<file path="config.mk">
export PLATFORM = sky130hd
export DESIGN_NAME = i2c_target_responder
export DESIGN_NICKNAME = d
export VERILOG_FILES = /design/src/rtl/i2c_target_pkg.sv /design/src/rtl/i2c_bus_sampler.sv /design/src/rtl/i2c_target_responder.sv
export SDC_FILE = /design/constraint.sdc
export NUM_CORES = 1
export LEC_CHECK = 0
export CAP_MARGIN = 25
export CORE_UTILIZATION = 40
export CTS_BUF_LIST = sky130_fd_sc_hd__clkbuf_16
export DETAILED_ROUTE_END_ITERATION = 10
export GPL_TIMING_DRIVEN = 0
export HOLD_SLACK_MARGIN = 0.15
export MAX_ROUTING_LAYER = met4
export SLEW_MARGIN = 20
export SYNTH_ARGS = -nofsm -noshare
export SYNTH_HDL_FRONTEND = slang
export SYNTH_SLANG_ARGS = --single-unit
</file>
<file path="constraint.sdc">
create_clock -name pclk -period 2.5 [get_ports pclk]
set_clock_uncertainty 0.05 [all_clocks]
set_input_delay 0.5 -clock pclk [delete_from_list [all_inputs] [get_ports pclk]]
set_output_delay 0.5 -clock pclk [all_outputs]
set_load 0.02 [all_outputs]
</file>
<file path="src/rtl/i2c_target_pkg.sv">
// Shared types and constants for the I2C target responder.
// Bus event bundle passed from the sampler to the protocol FSM.
package i2c_target_pkg;

  typedef enum logic [2:0] {
    ST_IDLE,
    ST_ADDR,
    ST_ADDR_ACK,
    ST_WR_BYTE,
    ST_WR_ACK,
    ST_RD_BYTE,
    ST_RD_ACK,
    ST_HOLD
  } state_e;

  localparam logic ACK      = 1'b0;
  localparam logic NACK     = 1'b1;
  localparam logic RW_WRITE = 1'b0;
  localparam logic RW_READ  = 1'b1;

  typedef struct packed {
    logic sda;
    logic scl_rise;
    logic scl_fall;
    logic start;
    logic stop;
  } bus_ev_t;

  function automatic logic [7:0] shift_in(
    input logic [7:0] s,
    input logic       b
  );
    return {s[6:0], b};
  endfunction

endpackage

</file>
<file path="src/rtl/i2c_bus_sampler.sv">
// Synchronises SCL/SDA and derives edge and START/STOP pulses.
// Sync flops preset high so an idle bus produces no spurious edges.
module i2c_bus_sampler
  import i2c_target_pkg::*;
(
  input  logic    pclk,
  input  logic    areset,
  input  logic    scl_i,
  input  logic    sda_i,
  output bus_ev_t ev_o
);

  logic [1:0] scl_sync_q;
  logic [1:0] sda_sync_q;
  logic       scl_dly_q;
  logic       sda_dly_q;
  logic       scl_s;
  logic       sda_s;

  always_ff @(posedge pclk or negedge areset) begin
    if (!areset) begin
      scl_sync_q <= 2'b11;
      sda_sync_q <= 2'b11;
      scl_dly_q  <= 1'b1;
      sda_dly_q  <= 1'b1;
    end else begin
      scl_sync_q <= {scl_sync_q[0], scl_i};
      sda_sync_q <= {sda_sync_q[0], sda_i};
      scl_dly_q  <= scl_s;
      sda_dly_q  <= sda_s;
    end
  end

  assign scl_s = scl_sync_q[1];
  assign sda_s = sda_sync_q[1];

  assign ev_o.sda      = sda_s;
  assign ev_o.scl_rise = scl_s & ~scl_dly_q;
  assign ev_o.scl_fall = ~scl_s & scl_dly_q;
  assign ev_o.start    = scl_s & scl_dly_q
                       & sda_dly_q & ~sda_s;
  assign ev_o.stop     = scl_s & scl_dly_q
                       & ~sda_dly_q & sda_s;

endmodule

</file>
<file path="src/rtl/i2c_target_responder.sv">
// I2C target endpoint: address match, pointer/data writes,
// pointer-based reads onto a byte-wide register bus.
module i2c_target_responder
  import i2c_target_pkg::*;
#(
  parameter logic [6:0]  TARGET_ADDR = 7'h50,
  parameter int unsigned REG_AW      = 4
) (
  input  logic              pclk,
  input  logic              areset,
  input  logic              scl_i,
  input  logic              sda_i,
  output logic              scl_o,
  output logic              scl_oen,
  output logic              sda_o,
  output logic              sda_oen,
  output logic [REG_AW-1:0] reg_addr,
  output logic [7:0]        reg_wdata,
  output logic              reg_wr_en,
  output logic              reg_rd_en,
  input  logic [7:0]        reg_rdata,
  output logic              busy
);

  bus_ev_t ev;

  i2c_bus_sampler u_sampler (
    .pclk   (pclk),
    .areset (areset),
    .scl_i  (scl_i),
    .sda_i  (sda_i),
    .ev_o   (ev)
  );

  state_e            state_q, state_d;
  logic [7:0]        shift_q, shift_d;
  logic [2:0]        bit_cnt_q, bit_cnt_d;
  logic              rw_q, rw_d;
  logic              first_wr_q, first_wr_d;
  logic              ack_drv_q, ack_drv_d;
  logic              done_q, done_d;
  logic              load_q, load_d;
  logic              load_drv_q, load_drv_d;
  logic              oen_q, oen_d;
  logic [REG_AW-1:0] addr_q, addr_d;
  logic [7:0]        wdata_q, wdata_d;
  logic              wr_q, wr_d;
  logic              rd_q, rd_d;
  logic              busy_q, busy_d;
  logic [7:0]        byte_in;
  logic              last_bit;

  assign byte_in  = shift_in(shift_q, ev.sda);
  assign last_bit = (bit_cnt_q == 3'd7);

  always_comb begin
    state_d    = state_q;
    shift_d    = shift_q;
    bit_cnt_d  = bit_cnt_q;
    rw_d       = rw_q;
    first_wr_d = first_wr_q;
    ack_drv_d  = ack_drv_q;
    done_d     = done_q;
    load_d     = 1'b0;
    load_drv_d = 1'b0;
    oen_d      = oen_q;
    addr_d     = addr_q;
    wdata_d    = wdata_q;
    wr_d       = 1'b0;
    rd_d       = 1'b0;
    busy_d     = busy_q;

    // pointer advances the cycle after the write strobe
    if (wr_q) begin
      addr_d = addr_q + 1'b1;
    end
    if (load_q) begin
      shift_d = reg_rdata;
      if (load_drv_q) begin
        oen_d = ~reg_rdata[7];
      end
    end

    if (ev.start) begin
      state_d   = ST_ADDR;
      busy_d    = 1'b1;
      oen_d     = 1'b0;
      ack_drv_d = 1'b0;
      done_d    = 1'b0;
    end else if (ev.stop) begin
      state_d   = ST_IDLE;
      busy_d    = 1'b0;
      oen_d     = 1'b0;
      ack_drv_d = 1'b0;
      done_d    = 1'b0;
    end else begin
      unique case (state_q)
        ST_ADDR: begin
          if (ev.scl_rise) begin
            shift_d   = byte_in;
            bit_cnt_d = bit_cnt_q + 3'd1;
            if (last_bit) begin
              if (byte_in[7:1] == TARGET_ADDR) begin
                state_d    = ST_ADDR_ACK;
                rw_d       = byte_in[0] ? RW_READ
                                        : RW_WRITE;
                first_wr_d = 1'b1;
              end else begin
                state_d = ST_IDLE;
              end
            end
          end
        end
        ST_ADDR_ACK, ST_WR_ACK: begin
          if (ev.scl_fall) begin
            if (!ack_drv_q) begin
              oen_d     = ~ACK;
              ack_drv_d = 1'b1;
            end else begin
              ack_drv_d = 1'b0;
              if (state_q == ST_ADDR_ACK &&
                  rw_q == RW_READ) begin
                rd_d       = 1'b1;
                load_d     = 1'b1;
                load_drv_d = 1'b1;
                state_d    = ST_RD_BYTE;
              end else begin
                oen_d   = 1'b0;
                state_d = ST_WR_BYTE;
              end
            end
          end
        end
        ST_WR_BYTE: begin
          if (ev.scl_rise) begin
            shift_d   = byte_in;
            bit_cnt_d = bit_cnt_q + 3'd1;
            if (last_bit) begin
              state_d = ST_WR_ACK;
              if (first_wr_q) begin
                addr_d     = byte_in[REG_AW-1:0];
                first_wr_d = 1'b0;
              end else begin
                wdata_d = byte_in;
                wr_d    = 1'b1;
              end
            end
          end
        end
        ST_RD_BYTE: begin
          if (ev.scl_rise) begin
            shift_d   = {shift_q[6:0], 1'b0};
            bit_cnt_d = bit_cnt_q + 3'd1;
            if (last_bit) begin
              done_d = 1'b1;
            end
          end else if (ev.scl_fall) begin
            if (done_q) begin
              done_d  = 1'b0;
              oen_d   = 1'b0;
              addr_d  = addr_q + 1'b1;
              state_d = ST_RD_ACK;
            end else begin
              oen_d = ~shift_q[7];
            end
          end
        end
        ST_RD_ACK: begin
          if (ev.scl_rise) begin
            if (ev.sda == NACK) begin
              state_d = ST_HOLD;
            end else begin
              rd_d    = 1'b1;
              load_d  = 1'b1;
              state_d = ST_RD_BYTE;
            end
          end
        end
        ST_IDLE, ST_HOLD: ;
        default: ;
      endcase
    end

    if (ev.start || state_d != state_q) begin
      bit_cnt_d = 3'd0;
    end
  end

  always_ff @(posedge pclk or negedge areset) begin
    if (!areset) begin
      state_q    <= ST_IDLE;
      shift_q    <= '0;
      bit_cnt_q  <= '0;
      rw_q       <= RW_WRITE;
      first_wr_q <= 1'b0;
      ack_drv_q  <= 1'b0;
      done_q     <= 1'b0;
      load_q     <= 1'b0;
      load_drv_q <= 1'b0;
      oen_q      <= 1'b0;
      addr_q     <= '0;
      wdata_q    <= '0;
      wr_q       <= 1'b0;
      rd_q       <= 1'b0;
      busy_q     <= 1'b0;
    end else begin
      state_q    <= state_d;
      shift_q    <= shift_d;
      bit_cnt_q  <= bit_cnt_d;
      rw_q       <= rw_d;
      first_wr_q <= first_wr_d;
      ack_drv_q  <= ack_drv_d;
      done_q     <= done_d;
      load_q     <= load_d;
      load_drv_q <= load_drv_d;
      oen_q      <= oen_d;
      addr_q     <= addr_d;
      wdata_q    <= wdata_d;
      wr_q       <= wr_d;
      rd_q       <= rd_d;
      busy_q     <= busy_d;
    end
  end

  assign scl_o     = 1'b0;
  assign scl_oen   = 1'b0;
  assign sda_o     = 1'b0;
  assign sda_oen   = oen_q;
  assign reg_addr  = addr_q;
  assign reg_wdata = wdata_q;
  assign reg_wr_en = wr_q;
  assign reg_rd_en = rd_q;
  assign busy      = busy_q;

endmodule
</file>
==> PnR_summary.wiki, run 1 <==
{| class="wikitable"
! Metric !! Value
|-
| Post-route clock period utilization || 94.68%
|-
| Max_cap viols || 0
|-
| Netlist area before placement || 2241 um^2
|-
| Power per Cell Area || 766.2 nW/um^2
|-
| Multiplexer share of the synthesized area || 9.939%
|-
| Clock tree from TritonCTS || yes
|-
| Die Footprint || ~6000 um^2
|-
| Post-Layout Cell Count || 337
|-
| Number of cells produced by synthesis || 228
|-
| Clock period minus worst slack || 2.367 ns
|-
| Worst flop-to-flop path endpoint || reg_wdata[2]$_DFFE_PN0P_
|-
| Kind of launch point of the worst setup path || flop
|-
| RSZ-0062 raised after global routing || no
|-
| Core utilization of the finished layout || 53.37%
|-
| Asr flop ratio synth || 100.0%
|-
| Iteration-0 DRC Markers || approximately 100
|-
| Global-route wire length before repair || 8556 um
|-
| Final estimated routing congestion in global placement || 0.9280
|-
| Number of enable-type register cells in the synthesized netlist || 0
|-
| Share of layout cells above drive strength 1 || a little under an eighth
|-
| Classification of the worst-slack hold path || flop to flop
|-
| Cell count after placement || approximately 330
|-
| Worst-case vdd ir drop || 348.3 uV
|-
| Syn avg cell area || 9.829 um^2
|-
| Average vias per placed instance || between 5 and 6
|-
| Global-route usage over all layers || about a fifth
|-
| Max frequency || roughly 0.42 GHz
|-
| Number of pins exceeding their max-slew limit in the final report || 0
|-
| Startpoint of the worst-slack reg-to-reg timing path || u_sampler.scl_sync_q[1]$_DFF_PN1_
|-
| Post-placement cell area || 2621 um^2
|-
| Number of buffers inserted by post-CTS setup repair || 0
|-
| Clock-pin slew on the worst setup and hold paths || 0.06 ns
|-
| Relative max-transition margin || a little over half
|-
| Dominant combinational cell family by area after synthesis || simple AND/OR/NAND/NOR gates
|-
| CTS buffer count || 5
|-
| Global-route congestion overflow total || 0
|-
| Total inserted antenna cells || 0
|-
| Last element of the critical path || reg_wdata[2]$_DFFE_PN0P_
|-
| Setup slack, reg-to-reg || 0.13 ns
|-
| Die Wd || 76.85 um
|-
| R2r worst-path depth || 6
|-
| Number of rows created at floorplan || 26
|-
| Outcome || finished clean
|-
| Compound-cell area share of the yosys netlist || 15.91%
|-
| Transition at the pin with the smallest max-transition slack || 0.6729 ns
|-
| Area of the multi-input gates || 1127 um^2
|-
| Vias in the first global route || 1740
|-
| H-Tree Depth || 2
|-
| Share of the yosys chip area belonging to registers || 46.12%
|-
| Fin Setup TNS || 0 ns
|-
| CTS max path bufs || 2
|-
| Buffer cell driving the clock tree root || sky130_fd_sc_hd__clkbuf_16
|-
| Register cell area after layout || 1033 um^2
|-
| Synth Warn # || 0
|-
| Top fanout value on the critical path || 9
|-
| Largest net degree at the start of global routing || 29
|-
| Arithmetic-cell share of the synthesized area counting full adders, half adders and majority gates || 3.350%
|-
| Number of detailed-route iterations in the first pass || 5
|-
| Final-report hold violation count || 0
|-
| Post-route antenna net violation count || 0
|-
| Count of distinct cell types in the synthesized netlist || 48
|-
| Crit. Startpoint || u_sampler.scl_sync_q[1]$_DFF_PN1_
|-
| Initial standard-cell utilization of the core || 42.79%
|-
| Core ar. || 5238 um^2
|-
| Detailed placer's ending HPWL || 3594 um
|-
| Layout Cell Area excl Fill || 2795 um^2
|-
| DRC viols || 0
|-
| Required time worst endpoint || between 2 and 3 ns
|-
| DR vias || 1853
|-
| Number of input and output port buffers inserted || 27
|-
| Top library cells by usage in the layout, fill and taps aside || sky130_fd_sc_hd__dfrtp_1 (35), sky130_fd_sc_hd__clkdlybuf4s50_1 (26), sky130_fd_sc_hd__nand2_1 (21), sky130_fd_sc_hd__a21oi_1 (18), sky130_fd_sc_hd__nor2_1 (17)
|-
| Number of top-level pins || 31
|-
| Final-stage net count || 284
|-
| Leakage power total || 1.145 nW
|-
| CP endpoint kind || flop
|-
| Sink Count || 41
|-
| WS Path Type || flop to flop
|-
| DR WL/cell || approximately 15 um
|-
| Arrival time of the worst setup path || ~2.5 ns
|-
| Fill cell count || 487
|-
| Number of setup violations in the final report || 0
|-
| Simple logic cell fraction of the synthesized area || 17.48%
|-
| Worst-Skew Late Latency || 0.28 ns
|-
| Xor/xnor cell area share of the yosys netlist || 3.127%
|-
| Number of register bits inferred by synthesis || between 40 and 50
|-
| Most used flip-flop cell after synthesis || sky130_fd_sc_hd__dfrtp_1
|-
| Most frequent standard cell in the layout excluding fill and tap cells || sky130_fd_sc_hd__dfrtp_1
|-
| Vertical die dimension || 76.85 um
|-
| Wire length after detailed routing || around 5100 um
|-
| Area added between synthesis and finish || 24.73%
|-
| Number of antenna violations at the first check in global routing || 0
|}
-- state kept, by name, indices dropped and copies added (netlist names), 2 cells and up --
signal                cells
u_sampler.sda_sync_q      2
state_q                   3
bit_cnt_q                 3
reg_addr                  4
shift_q                   8
reg_wdata                 8
u_sampler.scl_sync_q      2
-- layout make-up --
type / count / area share, %
flip-flops and latches: 41 / 36.97
clock inverters: 3 / 1.343
clock buffers: 5 / 4.476
plain buffers: 17 / 2.775
inverters: 3 / 0.4029
multi-input cells: 169 / 40.33
well taps: 70 / 3.133
repair buffers: 29 / 10.56
-- routing by layer --
layer / part of all wire, % / up-vias / GRT usage (%)
met3: 5.5 / 5 / 4.048
met4: 0.83 / 0 / 5.385
met2: 43 / 69 / 26.52
li1: - / 899 / -
met1: 51 / 880 / 26.92
met5: 0 / - / -
-- cells in the mapped netlist, types with 6 or more instances --
master	instances	area share, %
sky130_fd_sc_hd__nor3_1	7	1.6
sky130_fd_sc_hd__nand2b_1	6	1.7
sky130_fd_sc_hd__dfstp_2	6	7.0
sky130_fd_sc_hd__mux2_2	10	5.0
sky130_fd_sc_hd__mux2i_1	11	4.9
sky130_fd_sc_hd__clkbuf_1	12	2.0
sky130_fd_sc_hd__a21oi_1	18	4.0
sky130_fd_sc_hd__dfrtp_1	35	39
sky130_fd_sc_hd__ha_1	6	3.3
sky130_fd_sc_hd__nor2_1	17	2.8
sky130_fd_sc_hd__xor2_1	6	2.3
sky130_fd_sc_hd__nand2_1	21	3.5
sky130_fd_sc_hd__o21ai_0	16	3.6
-- power by group --
part           internal, mW  switching, mW  total, mW
logic                 0.224          0.332      0.556
clock network         0.463          0.244      0.707
registers             0.780         0.0984      0.878
-- repair_timing --
| action | in CTS | in global routing |
|---|---|---|
| resized for setup | 0 | 2 |
| hold endpoints to repair | 13 | 0 |
| setup endpoints to repair | 0 | 5 |
| hold buffers | 1 | 0 |
-- stage by stage --
step	power [mW]	hold slack [ns]	setup WS, ns
2_1_floorplan	1.262	0.1544	0.3974
3_3_place_gp	1.434	0.2967	-0.2221
3_5_place_dp	1.435	0.3001	0.1350
4_1_cts	2.153	0.3088	0.1245
5_1_grt	2.273	0.3096	0.02292
6_report	2.142	0.3072	0.1330
-- worst max-delay path, stage by stage, from the launching register on --
cell,delay (ns)
sky130_fd_sc_hd__dfstp_2,0.39
sky130_fd_sc_hd__ha_1,0.27
sky130_fd_sc_hd__and2_1,0.21
sky130_fd_sc_hd__or3b_1,0.37
sky130_fd_sc_hd__buf_2,0.16
sky130_fd_sc_hd__nor3_4,0.41
sky130_fd_sc_hd__mux2_2,0.39
-- kinds of logic after synthesis --
logic type / count (synthesis)
xor+xnor: 8
mux: 21
simple gates: 74
compound gates: 57
buf+inv: 20
other cells: 1
flops: 41
fa+ha+maj: 6
-- worst min path at each step --
stage	start	cells after the start	end	slack (ns)
floorplan	areset	0	ack_drv_q$_DFFE_PN0P_	0.15
global placement	u_sampler.sda_sync_q[0]$_DFF_PN1_	0	u_sampler.sda_sync_q[1]$_DFF_PN1_	0.30
detailed placement	u_sampler.sda_sync_q[0]$_DFF_PN1_	0	u_sampler.sda_sync_q[1]$_DFF_PN1_	0.30
CTS	u_sampler.sda_sync_q[0]$_DFF_PN1_	0	u_sampler.sda_sync_q[1]$_DFF_PN1_	0.31
global route	u_sampler.sda_sync_q[0]$_DFF_PN1_	0	u_sampler.sda_sync_q[1]$_DFF_PN1_	0.31
finish	u_sampler.sda_sync_q[0]$_DFF_PN1_	0	u_sampler.sda_sync_q[1]$_DFF_PN1_	0.31
No activity file was read; power rests on OpenSTA's default activity.
==> inputs of run 2 (changes only) <==
--- a/config.mk
+++ b/config.mk
@@ -12,6 +12,7 @@
 export GPL_TIMING_DRIVEN = 0
 export HOLD_SLACK_MARGIN = 0.15
 export MAX_ROUTING_LAYER = met4
+export RECOVER_POWER = 25
 export SLEW_MARGIN = 20
 export SYNTH_ARGS = -nofsm -noshare
 export SYNTH_HDL_FRONTEND = slang
==> constraint.sdc (replaced) <==
create_clock -name pclk -period 2.5 [get_ports pclk]
set_clock_uncertainty 0.05 [all_clocks]
set_input_delay 0.375 -clock pclk [delete_from_list [all_inputs] [get_ports pclk]]
set_output_delay 0.375 -clock pclk [all_outputs]
set_load 0.02 [all_outputs]
==> run 2 against run 1 <==
Critical path depth unchanged; sequential power barely moved; core utilization fell by 0.31 points; clock power about the same; flip-flop and latch count unchanged; cell count is the same; count of clock-buffer cells in the layout is the same; register-to-register slack about the same; power is 0.32% lower; sequential share of layout area rose by 0.22 points; critical endpoint is now reg_wdata[5]$_DFFE_PN0P_; highest routed layer unchanged.
==> PnR_summary.wiki, run 2 (same netlist as run 1, synthesis figures left out) <==
{| class="wikitable"
! Metric !! Value
|-
| Outcome || finished clean
|-
| Number of top-level pins || 31
|-
| Transition at the pin with the smallest max-transition slack || 0.7499 ns
|-
| Number of input and output port buffers inserted || 27
|-
| Final estimated routing congestion in global placement || 0.9280
|-
| Fill cell count || just under 500
|-
| Global-route usage over all layers || a little under a fifth
|-
| Top library cells by usage in the layout, fill and taps aside || sky130_fd_sc_hd__dfrtp_1 (35), sky130_fd_sc_hd__clkdlybuf4s50_1 (24), sky130_fd_sc_hd__nand2_1 (21), sky130_fd_sc_hd__a21oi_1 (18), sky130_fd_sc_hd__nor2_1 (17)
|-
| Buffer cell driving the clock tree root || sky130_fd_sc_hd__clkbuf_16
|-
| DR WL/cell || 14.97 um
|-
| Global-route congestion overflow total || 0
|-
| Number of rows created at floorplan || 26
|-
| Sink Count || 41
|-
| Clock tree from TritonCTS || yes
|-
| CTS buffer count || 5
|-
| Number of detailed-route iterations in the first pass || 5
|-
| Worst-case setup margin in the final layout || 0.1336 ns
|-
| Kind of launch point of the worst setup path || flop
|-
| Final-stage net count || 284
|-
| Number of setup violations in the final report || 0
|-
| Worst-case vdd ir drop || 347.0 uV
|-
| Worst flop-to-flop path endpoint || reg_wdata[5]$_DFFE_PN0P_
|-
| Initial standard-cell utilization of the core || 42.79%
|-
| Core utilization of the finished layout || between 50% and 60%
|-
| Core ar. || 5238 um^2
|-
| R2r worst-path depth || 6
|-
| Fin Setup TNS || 0 ns
|-
| Net Switching || 0.6717 mW
|-
| Internal power consumption || 1.463 mW
|-
| Max_cap viols || 0
|-
| Crit. Startpoint || u_sampler.scl_sync_q[1]$_DFF_PN1_
|-
| Vertical die dimension || between 70 and 80 um
|-
| Die Wd || roughly 77 um
|-
| Post-route antenna net violation count || 0
|-
| Top fanout value on the critical path || 9
|-
| Share of layout cells above drive strength 1 || around 11%
|-
| Largest net degree at the start of global routing || 29
|-
| Sequential fraction of design power || 41.1%
|-
| Die Footprint || slightly below 6000 um^2
|-
| H-Tree Depth || 2
|-
| Pwr Total || 2.135 mW
|-
| Total inserted antenna cells || 0
|-
| Clock period minus worst slack || 2.366 ns
|-
| Number of antenna violations at the first check in global routing || 0
|-
| Power per Cell Area || a little under 800 nW/um^2
|-
| Switching power as a share of total power || 31.46%
|-
| Number of pins exceeding their max-slew limit in the final report || 0
|-
| Clock power share || between 30% and 40%
|-
| Required time worst endpoint || 2.62 ns
|-
| Post-route clock period utilization || 94.66%
|-
| Startpoint of the worst-slack reg-to-reg timing path || u_sampler.scl_sync_q[1]$_DFF_PN1_
|-
| Classification of the worst-slack hold path || flop to flop
|-
| WS Path Type || flop to flop
|-
| Vias in the first global route || 1740
|-
| DRC viols || 0
|-
| Final-report hold violation count || 0
|-
| Area added between synthesis and finish || 24.01%
|-
| Setup slack, reg-to-reg || 0.13 ns
|-
| RSZ-0062 raised after global routing || no
|-
| DR vias || 1852
|-
| Leakage power total || 1.137 nW
|-
| Arrival time of the worst setup path || between 2 and 2.5 ns
|-
| Clock-pin slew on the worst setup and hold paths || 0.06 ns
|-
| Worst-Skew Late Latency || 0.28 ns
|-
| Max frequency || roughly 0.42 GHz
|-
| Average vias per placed instance || 5.496
|-
| Wire length after detailed routing || 5046 um
|-
| Hold Slack || 0.3088 ns
|-
| Global-route wire length before repair || 8556 um
|-
| Relative max-transition margin || about half
|-
| Most frequent standard cell in the layout excluding fill and tap cells || sky130_fd_sc_hd__dfrtp_1
|-
| Pre-CTS worst setup slack || approximately 0.13 ns
|-
| Iteration-0 DRC Markers || 104
|-
| Combinational Power Share || between 20 and 30%
|-
| Detailed placer's ending HPWL || 3594 um
|-
| CTS max path bufs || 2
|-
| Last element of the critical path || reg_wdata[5]$_DFFE_PN0P_
|-
| CP endpoint kind || flop
|}
run 2: cell types whose count changed in the layout (fill, tap and decap cells not counted):
cell / previous run / this run
sky130_fd_sc_hd__dfstp_1: 0 / 1
sky130_fd_sc_hd__dfstp_2: 6 / 5
sky130_fd_sc_hd__clkbuf_1: 11 / 12
sky130_fd_sc_hd__clkbuf_2: 1 / 2
sky130_fd_sc_hd__clkdlybuf4s50_1: 26 / 24
sky130_fd_sc_hd__buf_12: 1 / 0
sky130_fd_sc_hd__buf_2: 2 / 1
sky130_fd_sc_hd__dlygate4sd3_1: 1 / 3
run 2: power by group through the flow:
stage                     Sequential, mW  Combinational [mW]  Clock (mW)
after floorplan                    0.865               0.397           0
after global placement             0.889               0.544           0
after detailed placement           0.892               0.543           0
after CTS                          0.879               0.551       0.723
after global routing               0.897               0.618       0.754
final                              0.877               0.552       0.706
run 2: critical path, cell delays in order, from the launching register on:
cell and delay [ns]:
sky130_fd_sc_hd__dfstp_2 0.39, sky130_fd_sc_hd__ha_1 0.27, sky130_fd_sc_hd__and2_1 0.21, sky130_fd_sc_hd__or3b_1 0.37, sky130_fd_sc_hd__buf_2 0.16, sky130_fd_sc_hd__nor3_4 0.40, sky130_fd_sc_hd__mux2_2 0.39
run 2: final cells by class:
class	instances	area [um^2]	share of cell area (%)
Timing Repair Buffer	29	279.0	10.04
Clock buffer	5	125.1	4.502
Sequential cell	41	1033	37.19
Clock inverter	3	37.54	1.351
Multi-Input combinational cell	169	1127	40.57
Tap cell	70	87.58	3.152
Inverter	3	11.26	0.4052
Buffer	17	77.57	2.792
run 2: metrics by stage:
stage	area [um^2]	std cells
final	2779	337
after CTS	2794	337
after floorplan	2248	230
after global placement	2606	327
after detailed placement	2621	328
after global routing	2779	337
run 2: how the worst min path moves through the flow:
stage	from	slack, ns	to	depth (start not counted)
2_1_floorplan	areset	0.03	ack_drv_q$_DFFE_PN0P_	0
3_3_place_gp	u_sampler.sda_sync_q[0]$_DFF_PN1_	0.30	u_sampler.sda_sync_q[1]$_DFF_PN1_	0
3_5_place_dp	areset	0.25	reg_wdata[5]$_DFFE_PN0P_	1
4_1_cts	u_sampler.sda_sync_q[0]$_DFF_PN1_	0.31	u_sampler.sda_sync_q[1]$_DFF_PN1_	0
5_1_grt	u_sampler.scl_sync_q[0]$_DFF_PN1_	0.31	u_sampler.scl_sync_q[1]$_DFF_PN1_	0
6_report	u_sampler.scl_sync_q[0]$_DFF_PN1_	0.31	u_sampler.scl_sync_q[1]$_DFF_PN1_	0
run 2: repair_timing:
action	4_1_cts	5_1_grt
endpoints found under the hold margin	13	0
gates resized for setup	0	2
buffers inserted	0	0
hold buffers	1	0
endpoints found under the setup margin	0	5
run 2: per-layer routing:
metal  GRT usage (%)  up-vias  wire length, um
met3           4.048        5              274
met2           26.52       67             2170
li1                -      899                -
met1           26.92      881             2558
met5               -        -                0
met4           5.385        0               42
